## src/rtl/dac_sample_pacer.sv

```systemverilog
// Paces buffered 12-bit audio samples into the SPI DAC controller.
// One load/request per sample period; tracks underruns, missed ticks and timeouts.
module dac_sample_pacer #(
  parameter int          DIVIDE     = 2268,
  parameter int          FIFO_DEPTH = 16,
  parameter bit          SIGNED_IN  = 1'b1,
  parameter logic [11:0] MIDSCALE   = 12'h800,
  parameter int          TIMEOUT    = 256,
  localparam int         AW         = $clog2(FIFO_DEPTH),
  localparam int         LW         = $clog2(FIFO_DEPTH + 1),
  localparam int         CW         = $clog2(DIVIDE),
  localparam int         TW         = $clog2(TIMEOUT + 1)
) (
  input  logic          clock_50Mhz,
  input  logic          reset_n,
  input  logic          enable,
  input  logic [11:0]   sample_in,
  input  logic          sample_valid,
  output logic          sample_ready,
  output logic [11:0]   dac_sample,
  output logic          dac_sendSample_n,
  input  logic          dac_isBusy,
  output logic [LW-1:0] fifo_level,
  output logic          underrun,
  output logic          tick_missed,
  output logic          timeout_err,
  output logic [15:0]   underrun_count
);

  typedef enum logic [1:0] {IDLE, LOAD, REQ, WAIT_DONE} state_t;

  state_t        state_q, state_d;
  logic [CW-1:0] div_q, div_d;
  logic [TW-1:0] tmo_q, tmo_d;
  logic          busy_m_q, busy_s_q;
  logic [AW-1:0] wptr_q, rptr_q;
  logic [LW-1:0] level_q, level_d;
  logic          ready_q;
  logic [11:0]   mem [FIFO_DEPTH];
  logic [11:0]   dac_q, dac_d, last_q, last_d;
  logic          send_n_q;
  logic          und_q, miss_q, tmo_err_q;
  logic [15:0]   und_cnt_q;

  logic          tick, push, pop, empty, is_load, tmo_fire;
  logic [11:0]   head, conv;

  // Sample period divider
  assign tick = enable && (div_q == CW'(DIVIDE - 1));

  always_comb begin
    div_d = div_q + 1'b1;
    if (!enable || tick) div_d = '0;
  end

  // FIFO
  assign empty = (level_q == '0);
  assign push  = sample_valid && ready_q;
  assign head  = mem[rptr_q];
  assign conv  = SIGNED_IN ? {~head[11], head[10:0]} : head;

  always_comb begin
    level_d = level_q;
    case ({push, pop})
      2'b10:   level_d = level_q + 1'b1;
      2'b01:   level_d = level_q - 1'b1;
      default: level_d = level_q;
    endcase
  end

  always_ff @(posedge clock_50Mhz) begin
    if (push) mem[wptr_q] <= sample_in;
  end

  // Transfer FSM
  assign is_load = (state_q == LOAD);

  always_comb begin
    state_d  = state_q;
    tmo_d    = '0;
    pop      = 1'b0;
    tmo_fire = 1'b0;
    dac_d    = dac_q;
    last_d   = last_q;
    case (state_q)
      IDLE: if (tick) state_d = LOAD;
      LOAD: begin
        pop     = !empty;
        dac_d   = empty ? last_q : conv;
        last_d  = empty ? last_q : conv;
        state_d = REQ;
      end
      REQ: begin
        if (busy_s_q) begin
          state_d = WAIT_DONE;
        end else if (tmo_q == TW'(TIMEOUT - 1)) begin
          state_d  = IDLE;
          tmo_fire = 1'b1;
        end else begin
          tmo_d = tmo_q + 1'b1;
        end
      end
      WAIT_DONE: if (!busy_s_q) state_d = IDLE;
      default: state_d = IDLE;
    endcase
  end

  always_ff @(posedge clock_50Mhz or negedge reset_n) begin
    if (!reset_n) begin
      state_q   <= IDLE;
      div_q     <= '0;
      tmo_q     <= '0;
      busy_m_q  <= 1'b0;
      busy_s_q  <= 1'b0;
      wptr_q    <= '0;
      rptr_q    <= '0;
      level_q   <= '0;
      ready_q   <= 1'b1;
      dac_q     <= MIDSCALE;
      last_q    <= MIDSCALE;
      send_n_q  <= 1'b1;
      und_q     <= 1'b0;
      miss_q    <= 1'b0;
      tmo_err_q <= 1'b0;
      und_cnt_q <= '0;
    end else begin
      state_q   <= state_d;
      div_q     <= div_d;
      tmo_q     <= tmo_d;
      busy_m_q  <= dac_isBusy;
      busy_s_q  <= busy_m_q;
      if (push) wptr_q <= wptr_q + 1'b1;
      if (pop)  rptr_q <= rptr_q + 1'b1;
      level_q   <= level_d;
      ready_q   <= (level_d != LW'(FIFO_DEPTH));
      dac_q     <= dac_d;
      last_q    <= last_d;
      // Registered request so the line to the DAC controller never glitches
      send_n_q  <= (state_d != REQ);
      und_q     <= is_load && empty;
      miss_q    <= tick && (state_q != IDLE);
      tmo_err_q <= tmo_fire;
      if (is_load && empty && (und_cnt_q != 16'hFFFF)) und_cnt_q <= und_cnt_q + 1'b1;
    end
  end

  assign sample_ready     = ready_q;
  assign fifo_level       = level_q;
  assign dac_sample       = dac_q;
  assign dac_sendSample_n = send_n_q;
  assign underrun         = und_q;
  assign tick_missed      = miss_q;
  assign timeout_err      = tmo_err_q;
  assign underrun_count   = und_cnt_q;

endmodule

```

## config.mk

```make
export PLATFORM = sky130hd
export DESIGN_NAME = dac_sample_pacer
export DESIGN_NICKNAME = d
export VERILOG_FILES = /design/src/rtl/dac_sample_pacer.sv
export SDC_FILE = /design/constraint.sdc
export NUM_CORES = 1
export LEC_CHECK = 0
export CORE_MARGIN = 2
export CORE_UTILIZATION = 40
export CTS_CLUSTER_DIAMETER = 120
export DETAILED_ROUTE_END_ITERATION = 12
export PLACE_DENSITY = 0.64
export SLEW_MARGIN = 20
export SYNTH_ARGS = -nofsm -noshare
export SYNTH_HDL_FRONTEND = slang
export SYNTH_SLANG_ARGS = --single-unit
```

## constraint.sdc

```tcl
create_clock -name clock_50Mhz -period 6.81 [get_ports clock_50Mhz]
set_clock_uncertainty 0.2 [all_clocks]
set_input_delay 0.681 -clock clock_50Mhz [delete_from_list [all_inputs] [get_ports clock_50Mhz]]
set_output_delay 0.681 -clock clock_50Mhz [all_outputs]
set_load 0.05 [all_outputs]
```

# After elaboration in Yosys (flattened, before gate mapping)

Memories as Yosys holds them, arrays and structs flattened.
Index checks and enable logic that the tools add are counted.

Input port bits: 17
Memories: 1
Output and inout port bits: 38
Memory bits (writable): 192
Register bits: 71

Memories:

| name | words | width | rd ports | clocked after Yosys merged registers in | wr ports | line | RTL |
|---|---|---|---|---|---|---|---|
| mem  | 16    | 12    | 1        | 0                                       | 1        | 39   | `logic [11:0] mem [FIFO_DEPTH];` |

Mux-type cells: 16
Add/sub/neg operators: 7
Bitwise gates (word level): 2
Reduce and logical (&&, ||, !) cells: 12
Eq/ne operators: 10

Operators by type and width:

| operator                | number |
|---|---|
| $mux W9                 | 3 |
| $add A16 B1 Y16 const B | 1 |
| $ne A16 B16 Y1 const B  | 1 |
| $add A12 B1 Y12 const B | 1 |
| $eq A12 B12 Y1 const B  | 1 |
| $mux W12                | 1 |
| $pmux W5 S2             | 1 |
| $add A9 B1 Y9 const B   | 1 |
| $eq A9 B8 Y1 const B    | 1 |
| $add A4 B1 Y4 const B   | 2 |
| $mux W2                 | 4 |
| $pmux W2 S4             | 1 |
| $eq A2 B2 Y1 const B    | 3 |
| $mux W1                 | 6 |
| $add A5 B1 Y5 const B   | 1 |
| $logic_and A1 B1 Y1     | 5 |
| $logic_not A5 Y1        | 1 |
| $ne A5 B5 Y1 const B    | 1 |
| $sub A5 B1 Y5 const B   | 1 |
| $eq A2 B1 Y1 const B    | 2 |
| $logic_not A1 Y1        | 2 |
| $logic_not A2 Y1        | 1 |
| $ne A2 B2 Y1 const B    | 1 |
| $not A1 Y1              | 2 |
| 3 further kinds         | 3 |

# Longest topological paths before layout

Gate-level depths: netlist of the first run.

Word-level depth: 6
Gate-level depth with buffers: 11
Gate-level depth less buffers: 9

# Least setup slack after synthesis of the first run

No wires, ideal clock.

Path type: register to register
Start point: reg level_q[1] (netlist: fifo_level[1])
End point: reg ready_q (netlist: sample_ready)
Path buffers: 3
Arrival time: 2.729 ns
Setup slack: 3.790 ns
Cell stages (with the launch flop): 12
Required time: 6.518 ns
Path through: dfrtp_1 > buf_2 > nor3_2 > a21oi_2 > buf_2 > ha_1 > clkbuf_1 > o21bai_1 > o41ai_1 > a31o_2 > a31oi_1 > o211ai_1

Cells in the longest elaborated chain, start to end: 6
Elaborated cells on any way between the ends: 9

Ends and longest elaborated chain:

| what                                                | line | RTL |
|---|---|---|
| start, declared                                     | 37   | `logic [LW-1:0] level_q, level_d;` |
| start signal, assigned                              | 134  | `level_q <= level_d;` |
| $logic_not A5 Y1                                    | 57   | `assign empty = (level_q == '0);` |
| $logic_not A1 Y1                                    | 88   | `pop = !empty;` |
| $mux W1                                             | 85   | `case (state_q)` |
| $eq A2 B1 Y1 / $eq A2 B2 Y1 (equally long branches) | 64   | `case ({push, pop})` |
| $pmux W5 S2 *                                       | 64   |  |
| $ne A5 B5 Y1 *                                      | 135  | `ready_q <= (level_d != LW'(FIFO_DEPTH));` |
| end signal, assigned                                | 135  |  |
| end, declared                                       | 38   | `logic ready_q;` |

Every way passes the cells marked *; elsewhere a longest branch is shown, timed or not.
A chain may end at the register's enable or synchronous reset.

# Worst setup path in the final report of the first run

Start point: reg rptr_q[0]
End point: reg last_q[5]

Cells in the longest elaborated chain, start to end: 1

Ends and longest elaborated chain:

| what                   | line | RTL |
|---|---|---|
| start, declared        | 36   | `logic [AW-1:0] wptr_q, rptr_q;` |
| start signal, assigned | 133  | `if (pop) rptr_q <= rptr_q + 1'b1;` |
| $mem_v2 Z16 W12        | --   |  |
| end signal, assigned   | 137  | `last_q <= last_d;` |
| end, declared          | 40   | `logic [11:0] dac_q, dac_d, last_q, last_d;` |

Every way passes these cells.

==> flow_summary_export.csv, run 1 <==
group,metric,value,unit
sta,slew_viol_final,0,
yosys,synth_edf_count,192,
drt,wire_per_inst,21.0,µm
status,outcome,"finished, violations left",
pwr,p_leak,4.36,nW
layout,stdcell_area,0.0125,mm²
floorplan,rows,59,
setup_path,crit_path_end_kind,"register",
yosys,synthesis.area,0.0107,mm²
cts,post_cts_buffers,0,
sta,min_period,2.92,ns
drt,drtPass1Iterations,9,
floorplan,coreArea,0.0261,mm²
yosys,synth_top_cell_by_area,"edfxtp_1",
run,drv_cap,0,
layout,final_core_utilization,47.6,%
placement,hpwl,12.9,mm
drt,routed_wl,21.0,mm
floorplan,start_util,40.8,%
cts,cts_made_buffers,27,
placement,gp_congestion,0.751,
global_routing,grt-busiest-layer,"met2",
hold_path,hold_class,"input port to asynchronous set/reset pin",
yosys,synth-compound-area-share,2.05,%
global_routing,grt_pass1_vias,5559,
drt,ant_nets,0,
yosys,yosys.area_share.simple,6.18,%
yosys,synthCells,584,
sta,setup_tns,0,ns
sta,hold_viol_final,0,
setup_path,criticalPathCategory,"register to register",
layout,antenna_cells,0,
placement,placed_cell_area,0.0115,mm²
sta,finalCritPeriodShare,42.9,%
yosys,synth_flop_cell,"edfxtp_1",
layout,nFillCells,2152,
setup_path,cp.arrival,3.15,ns
pwr,p_per_area,406,mW/mm²
global_routing,use_met2,25.7,%
cts,cts_hold_buf,0,
layout,nets,675,
yosys,ys_types,48,
cts,clock_sinks,263,
global_routing,grtUsageMet1,21.4,%
setup_path,required,7.04,ns
global_routing,grt_pass1_wl,33.1,mm
yosys,synth_xor_xnor_area_share,3.12,%
global_routing,overflow,0,
global_routing,grt_max_degree,72,
sta,relSlewSlack,30.8,%
cts,cts_buffer_depth,3,
drt,viasPerCell,5.36,
global_routing,antenna_found_initial,0,
status,violations,"design-rule violations",
sta,fmax,343,MHz
floorplan,die_h,167,µm
yosys,synth.area.top_cells,"edfxtp_1, dfrtp_1, mux4_2",
yosys,synth_top_family_by_area,"multiplexers",
cts,tritoncts,"built",
drt,detail_route.iter0.violations,424,
yosys,synth_seq_cells,263,
layout,area_growth,16.7,%
cts,clkTransAtPathRegs,0.06,ns
yosys,yosysTopAreaCellShare,54.0,%
drt,drc,4,
yosys,async_flop_share,27.0,%
layout,drive_gt1_share,17.5,%
setup_path,cp-start-kind,"register",
cts,clk_latency,0.54,ns
cts,root_buffer,"clkbuf_16",
yosys,synth.mux.area_fraction,15.0,%
sta,setup_viol,0,
yosys,synth.net_count,611,
placement,port_buffers,54,
yosys,synth_fa_ha_area_share,1.17,%
sta,tightest_slew,1.04,ns
sta,rsz0062_at_grt,"no",
floorplan,num_io_pins,55,
yosys,yosysWarningCount,0,
drt,dr_total_vias,5374,
yosys,postSynthAreaPerCell,18.3,µm²
cts,cts_resized,0,
global_routing,grtUsageMet3,2.17,%
cts,htree_levels,1,
pwr,ir_worst_vdd,0.000179,V
floorplan,dieArea,0.0280,mm²
yosys,synth_seq_area_share,70.7,%
floorplan,dieWidth,167,µm
setup_path,cp_max_fo,51,
global_routing,grt_use_total,15.3,%
[worst paths after layout]
path / end / slack (ns) / cells past startpoint / from
max: last_q[5]$_DFFE_PN0P_ / 3.89 / 4 / rptr_q[0]$_DFFE_PN0P_
min in group clock_50Mhz: busy_s_q$_DFF_PN0_ / 0.16 / 0 / busy_m_q$_DFF_PN0_
min reg2reg: busy_s_q$_DFF_PN0_ / 0.16 / 0 / busy_m_q$_DFF_PN0_
max reg2reg: last_q[5]$_DFFE_PN0P_ / 3.89 / 4 / rptr_q[0]$_DFFE_PN0P_
max in group asynchronous: rptr_q[1]$_DFFE_PN0P_ / 5.69 / 1 / reset_n
min: rptr_q[2]$_DFFE_PN0P_ / 0.09 / 1 / reset_n
[per-layer routing]
layer | vias up | part of all wire, %
li1 | 2423 | -
met1 | 2809 | 45
met3 | 21 | 3.9
met4 | 0 | 1.4
met5 | - | 0
met2 | 121 | 50
[area by class of cell]
cell class                      instances  area, µm²  share of cell area (%)
Clock buffer                           37        798                    6.41
Clock inverter                         12        136                    1.10
Sequential cell                       263       7550                    60.6
Tap cell                              335        419                    3.37
Timing Repair Buffer                   57        561                    4.50
Multi-Input combinational cell        286       2940                    23.6
Inverter                               13       48.8                   0.392
[placed cells by master (no fill, tap or decap), types with 2 or more instances in the layout]
master,synthesis,routed
edfxtp_1,192,192
dfrtp_1,68,66
clkdlybuf4s50_1,0,53
mux4_2,43,43
nor2_1,33,33
clkbuf_16,0,28
nand2_1,21,21
xnor2_1,20,20
xor2_1,18,18
mux4_1,17,17
nand3_1,16,16
and2_1,14,14
inv_1,13,13
mux2_2,11,11
and3_1,10,10
a21oi_1,10,10
ha_1,10,10
nand4_1,8,8
o21ai_0,7,7
clkbuf_8,0,6
nor3_1,5,5
clkinv_2,0,5
or3_1,4,4
buf_4,0,4
nand2b_1,3,3
and4_1,3,3
a31oi_1,3,3
o211ai_1,3,3
mux2_4,3,3
dfstp_2,3,3
mux2i_1,2,2
nand3b_1,2,2
nor3b_1,2,2
nor2b_1,2,2
clkbuf_1,10,2
bufinv_16,0,2
dfrtp_2,0,2
[cells by family after synthesis]
group | after synthesis
flops | 263
simple gates | 128
mux | 76
xor+xnor | 38
buf+inv | 35
compound gates | 34
fa+ha+maj | 10
[flip-flops by register name, summed over array words and instances (netlist names)]
name / cells
mem: 192
underrun_count: 16
div_q: 12
last_q: 12
tmo_q: 9
fifo_level: 5
rptr_q: 4
wptr_q: 4
state_q: 2
busy_m_q: 1
busy_s_q: 1
dac_sendSample_n: 1
sample_ready: 1
tick_missed: 1
timeout_err: 1
underrun: 1
[stage by stage]
stage | setup WS, ns | power (W) | instances | hold WS, ns
after floorplan | 3.79 | 0.00317 | 584 | 0.131
after global placement | 3.47 | 0.00355 | 954 | 0.145
final | 3.89 | 0.00505 | 1003 | 0.0925
after CTS | 3.84 | 0.00510 | 1003 | 0.125
after detailed placement | 3.41 | 0.00360 | 954 | 0.141
after global routing | 3.76 | 0.00528 | 1003 | 0.175
[critical path, stage by stage (launching register included)]
cell and delay [ns]:
dfrtp_2 0.34, buf_4 0.74, mux4_1 0.75, mux4_2 0.49, mux2_2 0.27
[synthesized netlist by cell type (all sizes together), types with 11 or more instances]
cell and n:
a21oi 11, and2 14, buf 12, dfrtp 68, edfxtp 192, inv 13
mux2 14, mux4 60, nand2 21, nand3 16, nor2 33, xnor2 20
xor2 18
[where the power goes]
part / internal [W] / switching [W] / leakage [nW]
combinational: 0.000647 / 0.000790 / 1.25
sequential: 0.00195 / 0.000162 / 2.65
clock: 0.000902 / 0.000605 / 0.465
Power figures use the tool's default switching activity.
==> inputs of run 2 (changes only) <==
Settings changed: PLACE_DENSITY 0.64 to 0.66.
Clock period 6.81 ns to 2.6 ns, I/O delays scaled along.
==> flow_summary_export.csv, run 2 (same netlist as run 1, synthesis figures left out) <==
group,metric,value,unit
status,outcome,"finished, violations left",
status,violations,"design-rule violations",
drt,dr_total_vias,5599,
pwr,p_leak,4.52,nW
global_routing,grt_pass1_wl,32.8,mm
pwr,ir_worst_vdd,0.000421,V
pwr,combPwrFrac,31.5,%
sta,relSlewSlack,36.7,%
setup_path,required,2.83,ns
pwr,p_sw,0.00400,W
pwr,intPower,0.00918,W
floorplan,rows,59,
cts,htree_levels,1,
setup_path,crit_slowest_cell,"dfrtp_2",
hold_path,hold_class,"register to register",
global_routing,grt_use_total,15.1,%
global_routing,use_met2,25.6,%
cts,cts_buffer_depth,3,
cts,root_buffer,"clkbuf_16",
drt,drtPass1Iterations,10,
layout,antenna_cells,0,
placement,port_buffers,54,
global_routing,grt_pass1_vias,5783,
setup_path,cp.arrival,2.70,ns
floorplan,dieWidth,167,µm
floorplan,coreArea,0.0261,mm²
sta,hold_slack,0.171,ns
sta,slew_viol_final,0,
floorplan,start_util,40.8,%
setup_path,max_stage_delay,0.42,ns
layout,regMostFlops,"mem",
layout,largest_register_ffs,192,
pwr,pwr-share-clk,27.2,%
cts,post_cts_buffers,0,
setup_path,cp_num_buf_inv,0,
sta,finalCritPeriodShare,95.4,%
global_routing,grtUsageMet3,2.58,%
setup_path,criticalPathCategory,"register to register",
sta,setup_viol,0,
run,drv_cap,0,
layout,nFillCells,2142,
sta,setup_tns,0,ns
global_routing,overflow,0,
drt,viasPerCell,5.39,
sta,tightest_slew,0.949,ns
pwr,seqPwrFrac,41.3,%
drt,ant_nets,0,
floorplan,num_io_pins,55,
pwr,finalPower,0.0132,W
global_routing,grtUsageMet1,20.1,%
global_routing,grt-busiest-layer,"met2",
sta,fmax,403,MHz
drt,routed_wl,21.0,mm
layout,area_growth,19.5,%
layout,nets,712,
global_routing,antenna_found_initial,0,
setup_path,cp_max_fo,5,
setup_path,crit_chain,"nor3_4, a211oi_2, xor2_1, ha_1, mux2_4, or3_1, mux2i_1, o211ai_1",
placement,hpwl,13.5,mm
cts,clk_latency,0.51,ns
pwr,p_per_area,1030,mW/mm²
placement,gp_congestion,0.827,
layout,final_common_cell,"edfxtp_1",
setup_path,r2r_slack,0.12,ns
layout,final_cell_mix,"edfxtp_1, dfrtp_1, clkdlybuf4s50_1",
cts,clkTransAtPathRegs,0.06,ns
global_routing,grt_max_degree,72,
cts,clock_sinks,263,
setup_path,crit_path_end_kind,"register",
drt,detail_route.iter0.violations,547,
sta,min_period,2.48,ns
floorplan,die_h,167,µm
pwr,switching_share,30.4,%
cts,tritoncts,"built",
drt,drc,6,
setup_path,cp-start-kind,"register",
layout,drive_gt1_share,21.0,%
sta,rsz0062_at_grt,"no",
cts,cts_made_buffers,26,
floorplan,dieArea,0.0280,mm²
layout,final_core_utilization,48.8,%
sta,hold_viol_final,0,
drt,wire_per_inst,20.2,µm
setup_path,cp_top_family,"simple AND/OR/NAND/NOR gates",
run 2: cell count changes in the layout (fill, tap and decap cells not counted), sizes merged:
cell | before | now
clkinvlp | 1 | 0
inv | 15 | 13
dlygate4sd3 | 0 | 2
clkinv | 7 | 8
buf | 4 | 40
run 2: repair_timing:
item                                    CTS  global route
endpoints found under the hold margin    69             0
resized for setup                         0             1
endpoints found under the setup margin    0             1
hold buffers                              2             0
run 2: final cells by class:
| cell class | count | area [µm²] | share of cell area, % |
|---|---|---|---|
| Clock buffer | 37 | 723 | 5.67 |
| Clock inverter | 10 | 92.6 | 0.726 |
| Timing Repair Buffer | 95 | 926 | 7.26 |
| Inverter | 13 | 48.8 | 0.383 |
| Tap cell | 335 | 419 | 3.29 |
| Sequential cell | 263 | 7550 | 59.3 |
| Multi-Input combinational cell | 286 | 2980 | 23.4 |
run 2: worst reg2reg max path, stage by stage (launching register included):
cell,delay [ns]
dfrtp_2,0.42
nor3_4,0.33
a211oi_2,0.15
xor2_1,0.17
ha_1,0.28
mux2_4,0.27
or3_1,0.31
mux2i_1,0.15
o211ai_1,0.11
run 2: worst paths after layout:
path | start | depth (start not counted) | to
worst max register to register | fifo_level[1]$_DFF_PN0_ | 8 | sample_ready$_DFF_PN1_
worst max-delay path | fifo_level[1]$_DFF_PN0_ | 8 | sample_ready$_DFF_PN1_
worst min-delay path | busy_m_q$_DFF_PN0_ | 0 | busy_s_q$_DFF_PN0_
min in group asynchronous | reset_n | 2 | underrun_count[0]$_DFFE_PN0P_
worst min register to register | busy_m_q$_DFF_PN0_ | 0 | busy_s_q$_DFF_PN0_
max in group asynchronous | reset_n | 2 | fifo_level[3]$_DFF_PN0_
run 2: power groups by stage:
stage | sequential (W) | combinational, W | clock [W]
2_1_floorplan | 0.00599 | 0.00240 | 0
3_3_place_gp | 0.00549 | 0.00413 | 0
3_5_place_dp | 0.00553 | 0.00419 | 0
4_1_cts | 0.00545 | 0.00421 | 0.00368
5_1_grt | 0.00550 | 0.00442 | 0.00385
6_report | 0.00545 | 0.00415 | 0.00359
run 2: layer usage:
metal  part of all wire [%]  wire [µm]  vias to the layer above
met5                      0          0                        -
met4                    2.3        474                        0
met3                    5.3       1110                       44
met2                     50      10400                      175
met1                     43       8960                     2891
li1                       -          -                     2489
run 2: metrics by stage:
| stage | cells | setup slack [ns] | area, µm² |
|---|---|---|---|
| after floorplan | 584 | 0.0117 | 10700 |
| final | 1039 | 0.121 | 12700 |
| after global routing | 1039 | 0.000255 | 12700 |
| after CTS | 1039 | 0.133 | 12700 |
| after global placement | 990 | -0.00282 | 11900 |
| after detailed placement | 990 | -0.0908 | 11900 |
==> inputs of run 3 (changes only) <==
Settings changed: RECOVER_POWER set to 25.
==> flow_summary_export.csv, run 3 (same netlist as run 1, synthesis figures left out) <==
group,metric,value,unit
status,outcome,"finished, violations left",
status,violations,"design-rule violations",
drt,dr_total_vias,5600,
floorplan,start_util,40.8,%
floorplan,die_h,167,µm
cts,tritoncts,"built",
setup_path,setup.worst_path.end,"sample_ready$_DFF_PN1_",
drt,detail_route.iter0.violations,542,
sta,min_period,2.49,ns
setup_path,cp-start-kind,"register",
setup_path,cp_num_cells,8,
sta,tightest_slew,0.949,ns
sta,finalCritPeriodShare,95.6,%
floorplan,dieWidth,167,µm
pwr,p_per_area,1030,mW/mm²
setup_path,reg2reg_depth,8,
layout,nFillCells,2142,
setup_path,r2r-start,"fifo_level[1]$_DFF_PN0_",
setup_path,cp.arrival,2.71,ns
setup_path,r2r_slack,0.11,ns
setup_path,crit_slowest_cell,"dfrtp_2",
placement,hpwl,13.5,mm
layout,fin_cells,1039,
layout,antenna_cells,0,
cts,cts_made_buffers,26,
layout,final_common_cell,"edfxtp_1",
layout,largest_register_ffs,192,
cts,cts_buffer_depth,3,
setup_path,criticalPathCategory,"register to register",
placement,post-place-cells,990,
run,drv_cap,0,
global_routing,grt_use_total,15.1,%
floorplan,rows,59,
cts,clock_sinks,263,
sta,finalWorstSetupSlack,0.114,ns
sta,hold_viol_final,0,
global_routing,antenna_found_initial,0,
pwr,p_leak,4.52,nW
drt,ant_nets,0,
sta,fmax,402,MHz
drt,viasPerCell,5.39,
placement,place_ws,-0.0908,ns
layout,nets,712,
setup_path,required,2.83,ns
placement,gp_congestion,0.827,
drt,wire_per_inst,20.2,µm
setup_path,crit_path_end_kind,"register",
cts,root_buffer,"clkbuf_16",
global_routing,grt_pass1_vias,5783,
global_routing,grt_pass1_wl,32.8,mm
sta,relSlewSlack,36.7,%
cts,clkTransAtPathRegs,0.06,ns
drt,drtPass1Iterations,11,
global_routing,overflow,0,
setup_path,max_stage_delay,0.42,ns
global_routing,grt_max_degree,72,
setup_path,crit_chain,"nor3_4, a211oi_2, xor2_1, ha_1, mux2_4, or3_1, mux2i_1, o211ai_1",
floorplan,coreArea,0.0261,mm²
setup_path,cp_num_buf_inv,0,
setup_path,cp_max_fo,5,
sta,rsz0062_at_grt,"no",
floorplan,num_io_pins,55,
pwr,ir_worst_vdd,0.000421,V
pwr,finalPower,0.0132,W
layout,drive_gt1_share,21.0,%
setup_path,r2r_end,"sample_ready$_DFF_PN1_",
setup_path,startpoint,"fifo_level[1]$_DFF_PN0_",
layout,area_growth,19.5,%
drt,routed_wl,21.0,mm
cts,htree_levels,1,
sta,slew_viol_final,0,
layout,final_cell_mix,"edfxtp_1, dfrtp_1, mux4_2, clkdlybuf4s50_1, buf_4",
layout,regMostFlops,"mem",
sta,setup_viol,0,
floorplan,dieArea,0.0280,mm²
cts,post_cts_buffers,0,
setup_path,cp_top_family,"simple AND/OR/NAND/NOR gates",
placement,port_buffers,54,
hold_path,hold_class,"register to register",
drt,drc,6,
cts,clk_latency,0.51,ns
sta,setup_tns,0,ns
run 3: cell count changes in the layout (fill, tap and decap cells not counted):
cell / before / now
clkdlybuf4s50_1: 53 / 43
dlygate4sd3_1: 2 / 12
run 3: power breakdown:
part	total (W)	internal, W	leakage (nW)	switching, W
combinational	0.00414	0.00196	1.48	0.00219
sequential	0.00545	0.00510	2.64	0.000340
clock	0.00359	0.00212	0.396	0.00147
total	0.0132	0.00918	4.52	0.00400
run 3: through the flow:
step	hold slack (ns)	util, %	instance area, µm²
2_1_floorplan	-0.236	-	10700
3_3_place_gp	0.139	45.6	11900
3_5_place_dp	0.165	45.6	11900
4_1_cts	0.181	48.8	12700
5_1_grt	0.189	48.8	12700
6_report	0.171	48.8	12700
run 3: area by class of cell:
class | instances | area, µm² | area share (%)
Clock buffer | 37 | 723 | 5.67
Clock inverter | 10 | 92.6 | 0.726
Inverter | 13 | 48.8 | 0.383
Multi-Input combinational cell | 286 | 2980 | 23.4
Sequential cell | 263 | 7550 | 59.3
Tap cell | 335 | 419 | 3.29
Timing Repair Buffer | 95 | 926 | 7.26
run 3: worst min path at each step:
stage	start	endpoint	cells past startpoint	slack, ns
floorplan	reset_n	busy_m_q$_DFF_PN0_	0	-0.24
global placement	busy_m_q$_DFF_PN0_	busy_s_q$_DFF_PN0_	0	0.14
detailed placement	busy_m_q$_DFF_PN0_	busy_s_q$_DFF_PN0_	0	0.17
CTS	busy_m_q$_DFF_PN0_	busy_s_q$_DFF_PN0_	0	0.18
global route	busy_m_q$_DFF_PN0_	busy_s_q$_DFF_PN0_	0	0.19
finish	busy_m_q$_DFF_PN0_	busy_s_q$_DFF_PN0_	0	0.17
run 3: worst reg2reg max path: stages (launching register included):
cell	delay [ns]
dfrtp_2	0.42
nor3_4	0.34
a211oi_2	0.15
xor2_1	0.17
ha_1	0.28
mux2_4	0.27
or3_1	0.31
mux2i_1	0.15
o211ai_1	0.11
run 3: metal layers:
metal / GRT usage (%) / up-vias / part of all wire [%]
li1: - / 2493 / -
met1: 20.1 / 2897 / 43
met2: 25.6 / 165 / 50
met3: 2.58 / 45 / 5.2
met4: 4.84 / 0 / 2.3
met5: 0 / - / 0
run 3: repair_timing:
| action | 4_1_cts | 5_1_grt |
|---|---|---|
| resized for setup | 0 | 1 |
| hold buffers | 2 | 0 |
| setup endpoints to repair | 0 | 1 |
| endpoints found under the hold margin | 69 | 0 |
